--- config.mk ---
export PLATFORM = sky130hd
export DESIGN_NAME = mm_tile_sequencer
export DESIGN_NICKNAME = d
export VERILOG_FILES = /design/src/rtl/mm_pkg.sv /design/src/rtl/wrap_counter.sv /design/src/rtl/mm_tile_sequencer.sv
export SDC_FILE = /design/constraint.sdc
export NUM_CORES = 1
export LEC_CHECK = 0
export BUFFER_PORTS_ARGS = -buffer_cell sky130_fd_sc_hd__buf_2
export CORE_AREA = 2 2 39 41
export DETAILED_ROUTE_END_ITERATION = 8
export DIE_AREA = 0 0 41 43
export GPL_TIMING_DRIVEN = 0
export PLACE_DENSITY = 0.68
export SKIP_CTS_REPAIR_TIMING = 1
export SYNTH_ARGS = -nofsm -noshare
export SYNTH_HDL_FRONTEND = slang
export SYNTH_SLANG_ARGS = --single-unit
--- constraint.sdc ---
create_clock -name clk -period 1.82 [get_ports clk]
set_input_delay 0.273 -clock clk [delete_from_list [all_inputs] [get_ports clk]]
set_output_delay 0.273 -clock clk [all_outputs]
set_load 0.05 [all_outputs]
--- src/rtl/mm_pkg.sv ---
// Shared types and elaboration helpers for the tiled matrix-multiply datapath.
// Width helpers never return 0 so single-element dimensions still get a 1-bit port.
package mm_pkg;

   typedef enum logic [1:0] {
      IDLE,
      FEED,
      DRAIN,
      DONE
   } state_t;

   function automatic int clog2_min1(input int v);
      return (v <= 1) ? 1 : $clog2(v);
   endfunction

   function automatic int aw_a(input int mr, input int n1, input int mk);
      return clog2_min1((mr / n1) * mk);
   endfunction

   function automatic int aw_b(input int mc, input int n2, input int mk);
      return clog2_min1((mc / n2) * mk);
   endfunction

   function automatic int tile_row_w(input int mr, input int n1);
      return clog2_min1(mr / n1);
   endfunction

   function automatic int tile_col_w(input int mc, input int n2);
      return clog2_min1(mc / n2);
   endfunction

   function automatic bit params_ok(input int d_w, input int d_w_acc, input int n1,
                                    input int n2, input int mr, input int mk,
                                    input int mc, input int drain_cyc);
      return (d_w >= 1) && (d_w_acc >= d_w) && (n1 >= 1) && (n2 >= 1) &&
             (mr >= n1) && (mc >= n2) && (mr % n1 == 0) && (mc % n2 == 0) &&
             (mk >= 1) && (drain_cyc >= 0);
   endfunction

endpackage

--- src/rtl/wrap_counter.sv ---
// Modulo-MOD counter with synchronous clear and a wrap flag for chaining.
// o_wrap is only asserted on an enabled cycle, so it can drive the next stage's enable.
module wrap_counter
   import mm_pkg::*;
#(
   parameter int MOD = 2,
   parameter int W   = clog2_min1(MOD)
) (
   input  logic         clk,
   input  logic         rst,
   input  logic         i_clr,
   input  logic         i_en,
   output logic [W-1:0] o_cnt,
   output logic         o_wrap
);

   localparam logic [W-1:0] MAX_CNT = W'(MOD - 1);

   logic [W-1:0] r_cnt;

   assign o_wrap = i_en && (r_cnt == MAX_CNT);
   assign o_cnt  = r_cnt;

   // NOTE: state registers use non-blocking assignments so every flop samples pre-edge values.
   always_ff @(posedge clk) begin
      if (rst)
         r_cnt <= '0;
      else if (i_clr)
         r_cnt <= '0;
      else if (i_en)
         r_cnt <= o_wrap ? '0 : r_cnt + W'(1);
   end

endmodule

--- src/rtl/mm_tile_sequencer.sv ---
// Read-side sequencer: walks r/c/k tiles, issues A/B bank addresses and
// flags the first/last inner-product step of each output tile.
module mm_tile_sequencer
   import mm_pkg::*;
#(
   parameter  int D_W       = 8,
   parameter  int D_W_ACC   = 16,
   parameter  int N1        = 4,
   parameter  int N2        = 4,
   parameter  int MR        = 8,
   parameter  int MK        = 8,
   parameter  int MC        = 8,
   parameter  int DRAIN_CYC = N1 + N2,
   localparam int AW_A      = aw_a(MR, N1, MK),
   localparam int AW_B      = aw_b(MC, N2, MK),
   localparam int TRW       = tile_row_w(MR, N1),
   localparam int TCW       = tile_col_w(MC, N2)
) (
   input  logic            clk,
   input  logic            rst,
   input  logic            start,
   input  logic            stall,
   output logic            busy,
   output logic            done,
   output logic            rd_en,
   output logic [AW_A-1:0] rd_addr_A,
   output logic [AW_B-1:0] rd_addr_B,
   output logic            k_first,
   output logic            k_last,
   output logic [TRW-1:0]  tile_row,
   output logic [TCW-1:0]  tile_col
);

   localparam int KW  = clog2_min1(MK);
   localparam int DCW = clog2_min1(DRAIN_CYC);

   localparam logic [KW-1:0]   K_MAX  = KW'(MK - 1);
   localparam logic [AW_A-1:0] MK_A   = AW_A'(MK);
   localparam logic [AW_B-1:0] MK_B   = AW_B'(MK);
   localparam logic [DCW-1:0]  D_LAST = DCW'(DRAIN_CYC - 1);

   if (!params_ok(D_W, D_W_ACC, N1, N2, MR, MK, MC, DRAIN_CYC)) begin : g_param_check
      $error("mm_tile_sequencer: MR/MC must be multiples of N1/N2 and MK >= 1");
   end

   state_t           r_state;
   state_t           w_next;
   logic [DCW-1:0]   r_drain_cnt;
   logic             w_issue;
   logic             w_clr;
   logic             w_drain_end;
   logic [KW-1:0]    w_k_cnt;
   logic [TCW-1:0]   w_c_cnt;
   logic [TRW-1:0]   w_r_cnt;
   logic             w_k_wrap;
   logic             w_c_wrap;
   logic             w_r_wrap;

   assign w_issue     = (r_state == FEED) && !stall;
   assign w_clr       = (r_state == IDLE);
   assign w_drain_end = (DRAIN_CYC == 0) || (r_drain_cnt == D_LAST);

   // k is innermost; each stage advances only when the one below wraps.
   wrap_counter #(.MOD(MK), .W(KW)) u_k_cnt (
      .clk(clk), .rst(rst), .i_clr(w_clr), .i_en(w_issue),
      .o_cnt(w_k_cnt), .o_wrap(w_k_wrap)
   );

   wrap_counter #(.MOD(MC / N2), .W(TCW)) u_c_cnt (
      .clk(clk), .rst(rst), .i_clr(w_clr), .i_en(w_k_wrap),
      .o_cnt(w_c_cnt), .o_wrap(w_c_wrap)
   );

   wrap_counter #(.MOD(MR / N1), .W(TRW)) u_r_cnt (
      .clk(clk), .rst(rst), .i_clr(w_clr), .i_en(w_c_wrap),
      .o_cnt(w_r_cnt), .o_wrap(w_r_wrap)
   );

   always_ff @(posedge clk) begin
      if (rst)
         r_state <= IDLE;
      else
         r_state <= w_next;
   end

   always_ff @(posedge clk) begin
      if (rst || (r_state != DRAIN))
         r_drain_cnt <= '0;
      else
         r_drain_cnt <= r_drain_cnt + DCW'(1);
   end

   // NOTE: every signal written here gets a default first so no latch is inferred.
   always_comb begin
      w_next  = r_state;
      busy    = 1'b0;
      done    = 1'b0;
      rd_en   = 1'b0;
      k_first = 1'b0;
      k_last  = 1'b0;
      case (r_state)
         IDLE: begin
            if (start)
               w_next = FEED;
         end
         FEED: begin
            busy    = 1'b1;
            rd_en   = !stall;
            k_first = !stall && (w_k_cnt == '0);
            k_last  = !stall && (w_k_cnt == K_MAX);
            if (w_r_wrap)
               w_next = (DRAIN_CYC == 0) ? DONE : DRAIN;
         end
         DRAIN: begin
            busy = 1'b1;
            if (w_drain_end)
               w_next = DONE;
         end
         DONE: begin
            done   = 1'b1;
            w_next = IDLE;
         end
         default: w_next = IDLE;
      endcase
   end

   assign rd_addr_A = AW_A'(w_r_cnt) * MK_A + AW_A'(w_k_cnt);
   assign rd_addr_B = AW_B'(w_c_cnt) * MK_B + AW_B'(w_k_cnt);
   assign tile_row  = w_r_cnt;
   assign tile_col  = w_c_cnt;

endmodule

==> results by group <==
Outcome
  • Status: finished clean

Synth
  • Avg Inst Size Synth: 9.95 µm²
  • Seq/Total Area, Yosys: 34.1%
  • Synth Area in Compound Gates: 4.26%
  • Syn. warnings: 0
  • Seq cells post-synth: 10
  • Synth Instances: 59
  • Synthesized net count: 72
  • Synth cell types: 19
  • Synth Area in Simple Gates: 20.9%
  • Mux cell area share after synthesis: 6.82%
  • XOR/XNOR Fraction of Synth Area: 2.99%
  • Largest family of logic cells by synthesized area: simple AND/OR/NAND/NOR gates
  • Post-synth EDFFs: 0
  • Ys async rst share: 0%
  • Top FF cell, synth: dfxtp_1
  • Synth Area in Adders: 19.2%
  • Synth Cell Area: 587 µm²

Floorplan
  • Chip width: 41 µm
  • Die footprint: 0.00176 mm²
  • Die height: 43 µm
  • Core Footprint: 0.00138 mm²
  • Num ports: 19
  • Starting Density: 42.4%
  • # rows: 14

Routing
  • Routed len/inst: 10.4 µm
  • Antenna-violating nets left: 0
  • Final WL: 1020 µm
  • Drt first pass iters: 4
  • DR iter-0 viols: 1
  • Detailed-route via count: 478
  • Residual DRC count: 0
  • Via density: 4.88

Final layout
  • Area occupied by multi-input gates: 333 µm²
  • Synthesis-to-finish area growth: 31.3%
  • Fin nets: 96
  • Fillers: 135
  • Share of cells above drive strength 1: 43.9%
  • Final Util: 55.7%
  • Most common cell after layout, fill and taps aside: buf_2
  • Diode count: 0
  • Sequential standard cell area: 204 µm²
  • Highest-count cells in the layout ignoring fill and taps: 16 x buf_2, 7 x buf_4, 7 x ha_1, 7 x dfxtp_1

STA
  • Slew HR: 74.9%
  • Final setup violating endpoints: 0
  • Clk_skew: 3.43 ps
  • Final min period: 1720 ps
  • Fin Hold WS: 284 ps
  • Slew Limit Fails: 0
  • Slew @ Worst Pin: 376 ps
  • Final hold viol count: 0
  • Max frequency: 581 MHz
  • Final Cycle Share: 94.5%

Worst setup path
  • Req. time, crit path: 1550 ps
  • Crit Path Max Fanout: 5
  • Worst setup EP type: primary output
  • Buffers & Inverters on Critical Path: 2
  • Worst setup SP type: register
  • CP max stage delay: 400 ps
  • WS Path Type: reg -> out
  • Arr. time, crit path: 1450 ps
  • CP cell instances: ha_4, nor2b_1, buf_4, and3b_1, buf_6
  • Crit path max-delay family: flip-flops
  • Slowest cell on crit path: dfxtp_1
  • Internal reg-to-reg setup slack: 220 ps

Power
  • Static leakage: 0.000402 µW
  • VDD IR max: 0.786 mV
  • Pwr/cell area: 1190 mW/mm²

Placement
  • IO buf count: 18
  • Placer Congestion: 0.625
  • Post-DP HPWL: 808 µm

Job
  • Max cap viols: 0

Clocking
  • Clk pin slew, worst setup/hold paths: 70 ps
  • CTS Buffer Depth: 2
  • Clock tree root driver cell: clkbuf_4
  • CTS tree: built
  • Htree depth: 1
  • Clk sinks: 10
  • Clk_lat worst skew: 260 ps
  • Total CTS buffers: 3

GRT
  • Initial antenna violation count: 0
  • Vias in the first global route: 447
  • GRT overflow: 0
  • First-pass GRT wire length: 1700 µm
  • GRT Total Usage: 14.5%
  • Largest net degree at the start of global routing: 11

Hold path
  • HP Class: in -> reg
==> stage by stage <==
step,power (µW),setup WS (ps),setup TNS (ps),instance area (µm²),cells
floorplan,610,13.6,0,589,59
global placement,670,202,0,699,93
detailed placement,678,153,0,699,93
CTS,879,-141,-150,736,97
global route,983,-2.44,-2.44,771,98
finish,915,100,0,771,98
==> final timing paths <==
kind	startpoint	to	cells past startpoint
max reg2reg	u_k_cnt.o_cnt[0]$_SDFFE_PP0P_	r_state[0]$_SDFFE_PP0P_	5
min reg2reg	r_drain_cnt[0]$_SDFF_PP0_	r_drain_cnt[0]$_SDFF_PP0_	1
max	r_state[0]$_SDFFE_PP0P_	k_first	5
min	rst	r_state[1]$_SDFFE_PP0P_	3
==> where the power goes <==
| group | internal (µW) | switching [µW] |
|---|---|---|
| sequential | 249 | 28.9 |
| clock | 121 | 74.9 |
| combinational | 164 | 277 |
==> final cells by class <==
| class | count | share of cell area [%] |
|---|---|---|
| inverter | 6 | 2.92 |
| multi-input combinational | 36 | 43.2 |
| timing repair buffer | 19 | 13.8 |
| clock buffer | 4 | 4.71 |
| tap | 16 | 2.60 |
| sequential | 10 | 26.5 |
| buffer | 7 | 6.33 |
==> cell usage after synthesis, types with 2 or more instances <==
master	number	share of area (%)
a211oi_1	2	2.6
nand4b_1	2	3.0
nand2b_1	2	2.1
nor2b_1	2	2.1
xor2_1	2	3.0
mux2i_1	4	6.8
dfxtp_1	10	34
inv_1	6	3.8
ha_1	9	19
buf_4	5	6.4
and3b_1	3	4.5
nor3_1	5	4.3
==> registers in the layout, summed over array words and instances (netlist names) <==
signal,count
r_state,2
r_drain_cnt,3
u_c_cnt.o_cnt,1
u_r_cnt.o_cnt,1
u_k_cnt.o_cnt,3
==> worst register-to-register path: stages, from the launching register on <==
cell	delay, ps
dfxtp_2	370
ha_1	170
ha_2	210
nand4b_1	150
a221o_1	390
a211oi_1	230
==> cells by family after synthesis <==
kind of cell               count (synthesis)
DFF                                       10
muxes                                      4
AOI/OAI and AO/OA                          3
adders and majority gates                  9
buffers and inverters                     13
xor gates and xnor gates                   2
and+or+nand+nor                           18
==> per-layer routing <==
layer / up-vias / wire length (µm) / global-route usage (%)
li1: 242 / - / -
met1: 218 / 411 / 14.6
met2: 14 / 535 / 25.3
met3: 4 / 48 / 3.14
met4: 0 / 25 / 8.00
met5: - / 0 / 0
(Power assumes the default switching activity.)
